**config.mk**
```make
export PLATFORM = sky130hd
export DESIGN_NAME = lsu_ctrl_flat
export DESIGN_NICKNAME = d
export VERILOG_FILES = /design/src/rtl/lsu_pkg.sv /design/src/rtl/lsu_ctrl_if.sv /design/src/rtl/lsu_addr_gen.sv /design/src/rtl/lsu_ctrl.sv /design/src/flat_wrapper.sv
export SDC_FILE = /design/constraint.sdc
export NUM_CORES = 1
export LEC_CHECK = 0
export ABC_AREA = 1
export BUFFER_PORTS_ARGS = -buffer_cell sky130_fd_sc_hd__buf_4
export CAP_MARGIN = 10
export CELL_PAD_IN_SITES_DETAIL_PLACEMENT = 1
export CELL_PAD_IN_SITES_GLOBAL_PLACEMENT = 2
export CORE_ASPECT_RATIO = 1.75
export CORE_MARGIN = 2
export CORE_UTILIZATION = 26
export CTS_BUF_LIST = sky130_fd_sc_hd__clkbuf_8
export DETAILED_ROUTE_END_ITERATION = 16
export PLACE_DENSITY = 0.89
export SKIP_CTS_REPAIR_TIMING = 1
export SLEW_MARGIN = 5
export SYNTH_ARGS = -nofsm -noshare
export SYNTH_HDL_FRONTEND = slang
export SYNTH_HIERARCHICAL = 1
export SYNTH_SLANG_ARGS = --single-unit
```
**constraint.sdc**
```tcl
create_clock -name clock -period 3.17 [get_ports clock]
set_input_delay 0.1585 -clock clock [delete_from_list [all_inputs] [get_ports clock]]
set_output_delay 0.1585 -clock clock [all_outputs]
set_load 0.1 [all_outputs]
```
**src/rtl/lsu_pkg.sv**
```systemverilog
// Shared load/store unit constants: dcache uop codes, default geometry, FSM encoding.
// Also imported by the dcache and its bench, so the codes here must stay in sync with them.
package lsu_pkg;
    localparam logic [3:0] STR_UOP = 4'b1001;
    localparam logic [3:0] LDR_UOP = 4'b1010;
    localparam logic [3:0] NOP_UOP = 4'b0000;

    localparam int LSU_ADDR_W       = 5;
    localparam int LSU_READ_LATENCY = 1;

    typedef enum logic [2:0] {
        ST_IDLE   = 3'd0,
        ST_ACCESS = 3'd1,
        ST_WAIT   = 3'd2,
        ST_RESP   = 3'd3,
        ST_FAULT  = 3'd4
    } lsu_state_t;

    function automatic logic is_mem_uop(input logic [3:0] uop);
        return (uop == STR_UOP) || (uop == LDR_UOP);
    endfunction
endpackage

```
**src/rtl/lsu_ctrl_if.sv**
```systemverilog
// Execute request, dcache bus, writeback and exception signals of lsu_ctrl.
// slave = lsu_ctrl side; master = the surrounding pipeline/dcache side.
interface lsu_ctrl_if import lsu_pkg::*; #(
    parameter int ADDR_W = LSU_ADDR_W
) ();
    logic              req_valid;
    logic              req_ready;
    logic [3:0]        req_uop;
    logic [31:0]       req_base;
    logic [31:0]       req_offset;
    logic [31:0]       req_data;
    logic [3:0]        req_rd;

    logic [ADDR_W-1:0] dc_addr;
    logic [31:0]       dc_data_in;
    logic [3:0]        dc_uop;
    logic [31:0]       dc_data_out;

    logic              wb_valid;
    logic              wb_ready;
    logic [3:0]        wb_rd;
    logic [31:0]       wb_data;

    logic              exc_valid;
    logic [31:0]       exc_addr;

    modport slave (
        input  req_valid, req_uop, req_base, req_offset, req_data, req_rd,
        input  dc_data_out, wb_ready,
        output req_ready, dc_addr, dc_data_in, dc_uop,
        output wb_valid, wb_rd, wb_data, exc_valid, exc_addr
    );

    modport master (
        output req_valid, req_uop, req_base, req_offset, req_data, req_rd,
        output dc_data_out, wb_ready,
        input  req_ready, dc_addr, dc_data_in, dc_uop,
        input  wb_valid, wb_rd, wb_data, exc_valid, exc_addr
    );
endinterface

```
**src/rtl/lsu_addr_gen.sv**
```systemverilog
// Effective address generation: base+offset (mod 2^32), word address, legality.
// Purely combinational, no state.
module lsu_addr_gen import lsu_pkg::*; #(
    parameter int ADDR_W = LSU_ADDR_W
) (
    input  logic [31:0]       base,
    input  logic [31:0]       offset,
    output logic [31:0]       ea,
    output logic [ADDR_W-1:0] word_addr,
    output logic              legal
);
    always_comb begin
        ea        = base + offset;
        word_addr = ea[ADDR_W+1:2];
        legal     = (ea[1:0] == 2'b00) && (ea[31:ADDR_W+2] == '0);
    end
endmodule

```
**src/rtl/lsu_ctrl.sv**
```systemverilog
// Load/store control ahead of dcache: one request in flight, registered outputs; store 1 cycle,
// load READ_LATENCY+1 cycles to wb_valid. req_ready only in IDLE; wb result held until wb_ready.
module lsu_ctrl import lsu_pkg::*; #(
    parameter int ADDR_W       = LSU_ADDR_W,
    parameter int READ_LATENCY = LSU_READ_LATENCY
) (
    input  logic     clock,
    input  logic     reset,
    lsu_ctrl_if.slave bus
);
    localparam int CNT_W = (READ_LATENCY > 1) ? $clog2(READ_LATENCY) : 1;

    lsu_state_t        state, state_d;
    logic [CNT_W-1:0]  cnt, cnt_d;
    logic [3:0]        rd_q, rd_d;

    logic [31:0]       ea;
    logic [ADDR_W-1:0] word_addr;
    logic              legal;
    logic              accept;

    logic [3:0]        dc_uop_d;
    logic [ADDR_W-1:0] dc_addr_d;
    logic [31:0]       dc_data_in_d;
    logic              wb_valid_d;
    logic [3:0]        wb_rd_d;
    logic [31:0]       wb_data_d;
    logic              exc_valid_d;
    logic [31:0]       exc_addr_d;
    logic              req_ready_d;

    lsu_addr_gen #(.ADDR_W(ADDR_W)) u_addr_gen (
        .base      (bus.req_base),
        .offset    (bus.req_offset),
        .ea        (ea),
        .word_addr (word_addr),
        .legal     (legal)
    );

    assign accept = bus.req_valid & bus.req_ready;

    always_ff @(posedge clock) begin
        if (reset) begin
            state          <= ST_IDLE;
            cnt            <= '0;
            rd_q           <= '0;
            bus.req_ready  <= 1'b0;
            bus.dc_uop     <= NOP_UOP;
            bus.dc_addr    <= '0;
            bus.dc_data_in <= '0;
            bus.wb_valid   <= 1'b0;
            bus.wb_rd      <= '0;
            bus.wb_data    <= '0;
            bus.exc_valid  <= 1'b0;
            bus.exc_addr   <= '0;
        end else begin
            state          <= state_d;
            cnt            <= cnt_d;
            rd_q           <= rd_d;
            bus.req_ready  <= req_ready_d;
            bus.dc_uop     <= dc_uop_d;
            bus.dc_addr    <= dc_addr_d;
            bus.dc_data_in <= dc_data_in_d;
            bus.wb_valid   <= wb_valid_d;
            bus.wb_rd      <= wb_rd_d;
            bus.wb_data    <= wb_data_d;
            bus.exc_valid  <= exc_valid_d;
            bus.exc_addr   <= exc_addr_d;
        end
    end

    // In ACCESS the registered dc_uop still carries the accepted uop, so it selects store vs load.
    always_comb begin
        state_d = state;
        unique case (state)
            ST_IDLE:   if (accept && is_mem_uop(bus.req_uop)) state_d = legal ? ST_ACCESS : ST_FAULT;
            ST_ACCESS: state_d = (bus.dc_uop == LDR_UOP) ? ST_WAIT : ST_IDLE;
            ST_WAIT:   if (cnt == '0) state_d = ST_RESP;
            ST_RESP:   if (bus.wb_ready) state_d = ST_IDLE;
            ST_FAULT:  state_d = ST_IDLE;
            default:   state_d = ST_IDLE;
        endcase
    end

    always_comb begin
        cnt_d        = cnt;
        rd_d         = rd_q;
        dc_uop_d     = bus.dc_uop;
        dc_addr_d    = bus.dc_addr;
        dc_data_in_d = bus.dc_data_in;
        wb_valid_d   = bus.wb_valid;
        wb_rd_d      = bus.wb_rd;
        wb_data_d    = bus.wb_data;
        exc_valid_d  = 1'b0;
        exc_addr_d   = bus.exc_addr;
        req_ready_d  = (state_d == ST_IDLE);
        unique case (state)
            ST_IDLE: begin
                if (accept && is_mem_uop(bus.req_uop)) begin
                    if (legal) begin
                        dc_uop_d     = bus.req_uop;
                        dc_addr_d    = word_addr;
                        dc_data_in_d = bus.req_data;
                        rd_d         = bus.req_rd;
                    end else begin
                        exc_valid_d  = 1'b1;
                        exc_addr_d   = ea;
                    end
                end
            end
            ST_ACCESS: begin
                cnt_d = CNT_W'(READ_LATENCY - 1);
                if (bus.dc_uop != LDR_UOP) dc_uop_d = NOP_UOP;
            end
            ST_WAIT: begin
                if (cnt == '0) begin
                    dc_uop_d   = NOP_UOP;
                    wb_valid_d = 1'b1;
                    wb_rd_d    = rd_q;
                    wb_data_d  = bus.dc_data_out;
                end else begin
                    cnt_d = cnt - CNT_W'(1);
                end
            end
            ST_RESP: if (bus.wb_ready) wb_valid_d = 1'b0;
            default: ;
        endcase
    end
endmodule

```
**src/flat_wrapper.sv**
```systemverilog
// flat-port wrapper written by rule: the top's interface ports become plain ports
module lsu_ctrl_flat import lsu_pkg::*;
#(
    parameter int ADDR_W       = LSU_ADDR_W,
    parameter int READ_LATENCY = LSU_READ_LATENCY
)
  (clock, reset, bus_req_valid, bus_req_uop, bus_req_base, bus_req_offset, bus_req_data, bus_req_rd, bus_dc_data_out, bus_wb_ready, bus_req_ready, bus_dc_addr, bus_dc_data_in, bus_dc_uop, bus_wb_valid, bus_wb_rd, bus_wb_data, bus_exc_valid, bus_exc_addr);
  lsu_ctrl_if #(.ADDR_W(ADDR_W)) bus_i ();
  input  logic clock;
  input  logic reset;
  input wire logic [$bits(bus_i.req_valid)-1:0] bus_req_valid;
  input wire logic [$bits(bus_i.req_uop)-1:0] bus_req_uop;
  input wire logic [$bits(bus_i.req_base)-1:0] bus_req_base;
  input wire logic [$bits(bus_i.req_offset)-1:0] bus_req_offset;
  input wire logic [$bits(bus_i.req_data)-1:0] bus_req_data;
  input wire logic [$bits(bus_i.req_rd)-1:0] bus_req_rd;
  input wire logic [$bits(bus_i.dc_data_out)-1:0] bus_dc_data_out;
  input wire logic [$bits(bus_i.wb_ready)-1:0] bus_wb_ready;
  output wire logic [$bits(bus_i.req_ready)-1:0] bus_req_ready;
  output wire logic [$bits(bus_i.dc_addr)-1:0] bus_dc_addr;
  output wire logic [$bits(bus_i.dc_data_in)-1:0] bus_dc_data_in;
  output wire logic [$bits(bus_i.dc_uop)-1:0] bus_dc_uop;
  output wire logic [$bits(bus_i.wb_valid)-1:0] bus_wb_valid;
  output wire logic [$bits(bus_i.wb_rd)-1:0] bus_wb_rd;
  output wire logic [$bits(bus_i.wb_data)-1:0] bus_wb_data;
  output wire logic [$bits(bus_i.exc_valid)-1:0] bus_exc_valid;
  output wire logic [$bits(bus_i.exc_addr)-1:0] bus_exc_addr;
  assign bus_i.req_valid = bus_req_valid;
  assign bus_i.req_uop = bus_req_uop;
  assign bus_i.req_base = bus_req_base;
  assign bus_i.req_offset = bus_req_offset;
  assign bus_i.req_data = bus_req_data;
  assign bus_i.req_rd = bus_req_rd;
  assign bus_i.dc_data_out = bus_dc_data_out;
  assign bus_i.wb_ready = bus_wb_ready;
  assign bus_req_ready = bus_i.req_ready;
  assign bus_dc_addr = bus_i.dc_addr;
  assign bus_dc_data_in = bus_i.dc_data_in;
  assign bus_dc_uop = bus_i.dc_uop;
  assign bus_wb_valid = bus_i.wb_valid;
  assign bus_wb_rd = bus_i.wb_rd;
  assign bus_wb_data = bus_i.wb_data;
  assign bus_exc_valid = bus_i.exc_valid;
  assign bus_exc_addr = bus_i.exc_addr;
  lsu_ctrl #(.ADDR_W(ADDR_W), .READ_LATENCY(READ_LATENCY)) u_core (.clock(clock), .reset(reset), .bus(bus_i));
endmodule
```
==> run metrics <==
minimum clock period after layout 3010 ps; first-pass GRT wire length 41.7 mm; fin cells 1882; Mapped Cells 1140; drt initial violations 238; Synth Flop Type dfxtp_1; final worst path period share 95.0%; gr ovfl total 0; initial core utilization 26.2%; CP dominant cell by count nand2_1; CTS root buffer clkbuf_8; Final ANT Viol Nets 0; Die X 129 um; Cell Pwr Density 378 mW/mm2; status finished with violations; drt drc 0; crit end category flip-flop; routed wire length 28.9 mm; share of layout cells above drive strength 1 26.4%; Post-synth EDFFs 0; startpoint types primary input; # rows 80; CTS tree done; vias 8414; Power, Total 4.10 mW; register area share after synthesis 33.5%; Clock Sink Count 119; core area 0.0271 mm2; failing checks hold timing; clock buffer depth 2; Die Span Y 223 um; CP Cell Sequence buf_4 > ha_1 > fa_1 > nand2_1 > nand2_1 > nand3_1 > nand2_2 > nand2_1 > nand3b_1 > nand2_1 > nand2_1 > nor2_2 > nand2_1 > nor2_1 > nand2_1 > nor2_1 > inv_1 > nor2_1 > nand2_4 > buf_4 > o21ai_0 > nor2_1; Synth Warn # 6; Reg clk slew, reported paths 70 ps; vias in the first global route 8353; Mapped Area 0.00711 mm2; slowest CP cell fa_1; vias per cell 4.47; Worst Hold Class in2reg; Net count, final 1671; Slew Viols, Final 0; Leakage Power 5.66 nW; CP max stage delay 390 ps; CTS Buf Count 17; post-synth cell types 34; die area 0.0287 mm2; Setup WS post-layout 157 ps; placed insts 1789; Routed wire per std cell 15.4 um; largest net degree at the start of global routing 52; worst slack, placed -300 ps; final-report setup violation count 0; Slew @ Worst Pin 852 ps; skew final 6.69 ps; Filler Cell Count 3491; CP Data Required Time 3500 ps; HPWL Detailed 22.6 mm; clk_lat worst skew 450 ps; Hold Vio Cnt, Final 5; synthesized flop and latch total 119; H-tree level count 4; Slew HR 43.2%; num ports 252; Async S/R FF share, synth 0%; worst setup path class in2reg; worst vdd ir 0.000256 V; gr usage total 18.9%; Worst Path Max Fanout 21; fmax 332 MHz; antenna violations before repair 1; final hold slack -24.0 ps; Port Buf Inserts 251; GPL Wtd Cong 0.837; Net Count, Synth 1312; router iterations before antenna repair 4; Max Cap Viol 0; syn_area_per_cell 6.23 um2; Area Growth Syn to Fin 52.7%; Crit path arrival time 3350 ps
## Yosys cell counts (8+ instances only)
master      n  area (um2)
nand3_1   104         521
buf_2      11        55.1
inv_1     154         578
nand2_1   375        1410
buf_4      11        82.6
nor2_2      8        50.1
a21oi_1    56         280
nand2_2    17         106
dfxtp_1   119        2380
nand4_1     9        56.3
ha_1       31         388
nor2_1    140         526
clkbuf_1   11        41.3
o21ai_0    42         210
## area by class of cell
type / count / area (um2) / share of cell area, %
multi-input cells: 817 / 3850 / 35.5
repair buffers: 384 / 3100 / 28.5
flip-flops and latches: 119 / 2380 / 22.0
inverters: 160 / 603 / 5.56
well taps: 369 / 462 / 4.25
clock buffers: 21 / 289 / 2.66
clock inverters: 11 / 169 / 1.56
diodes: 1 / 2.50 / 0.0231
## cells in the final DEF, fill, tap and decap left out
master and n:
nand3_1 104, inv_4 1, o21ai_0 42, nand4_1 9, nand3_2 2, clkinvlp_4 4
and2_4 1, dfxtp_1 119, clkbuf_8 21, nor2_2 10, nand3b_1 7, inv_1 153
clkinv_1 1, nor3_1 4, diode_2 1, inv_2 5, buf_12 5, o21bai_1 2
nand2_2 17, dlygate4sd3_1 60, or2_1 1, xor2_1 6, and2_1 1, fa_1 1
a21oi_2 2, a21oi_1 56, buf_4 319, nand2_1 375, nor2_4 4, o21a_1 1
inv_6 1, xnor2_1 1, bufinv_16 4, nand2_4 1, ha_1 31, nor2_1 138
clkinv_2 2, nor3b_1 1
## cell families after synthesis
family / count (synthesis) / share of synthesized area [%]
compound gates: 103 / 7.46
xor+xnor: 7 / 0.863
fa+ha+maj: 32 / 5.74
buf+inv: 204 / 12.4
flops: 119 / 33.5
simple gates: 675 / 40.0
## flip-flops by register name, summed over array words and instances (netlist names)
register,count
u_core/bus.dc_addr,5
u_core/bus.dc_data_in,32
u_core/bus.dc_uop,4
u_core/bus.exc_addr,32
u_core/bus.exc_valid,1
u_core/bus.req_ready,1
u_core/bus.wb_data,32
u_core/bus.wb_rd,4
u_core/bus.wb_valid,1
u_core/rd_q,4
u_core/state,3
## where the power goes
part | leakage (nW) | internal [mW] | switching (mW) | total, mW
clock network | 0.220 | 0.940 | 0.638 | 1.58
logic | 4.48 | 0.447 | 0.565 | 1.01
registers | 0.959 | 1.50 | 0.00588 | 1.51
total | 5.66 | 2.89 | 1.21 | 4.10
## path summary, 6_finish.rpt
check,endpoint,slack (ps),cells after the start,startpoint
worst max-delay path,u_core/bus.dc_data_in[29]$_SDFFE_PP0P_,160,22,bus_req_offset[0]
worst min-delay path,u_core/rd_q[3]$_SDFFE_PP0P_,-20,3,bus_req_rd[3]
worst max register to register,u_core/bus.dc_data_in[29]$_SDFFE_PP0P_,820,7,u_core/state[0]$_SDFF_PP0_
worst min register to register,u_core/bus.wb_data[23]$_SDFFE_PP0P_,470,2,u_core/bus.wb_data[23]$_SDFFE_PP0P_
## critical path: cells and delay by family
family | cells | cell delay, ps
AOI/OAI and AO/OA | 1 | 270
adders and majority gates | 2 | 620
buffers and inverters | 3 | 430
and+or+nand+nor | 16 | 1860
## stage by stage
step	hold WS, ps	TNS (ps)	utilization, %	instance area (um2)
final	-24.0	0	40.0	10900
after detailed placement	422	-9420	36.1	9790
after floorplan	322	0	-	7110
after global placement	409	-6200	36.1	9790
after global routing	-0.529	-10.5	40.0	10900
after CTS	-86.5	0	37.8	10200
## metal layers
layer,vias up,GRT usage [%],routed length (um)
met1,3930,16.6,9900
met4,0,7.57,953
li1,4232,-,-
met3,50,2.89,911
met2,202,40.1,17200
met5,-,0,0
Power figures use the tool's default switching activity.
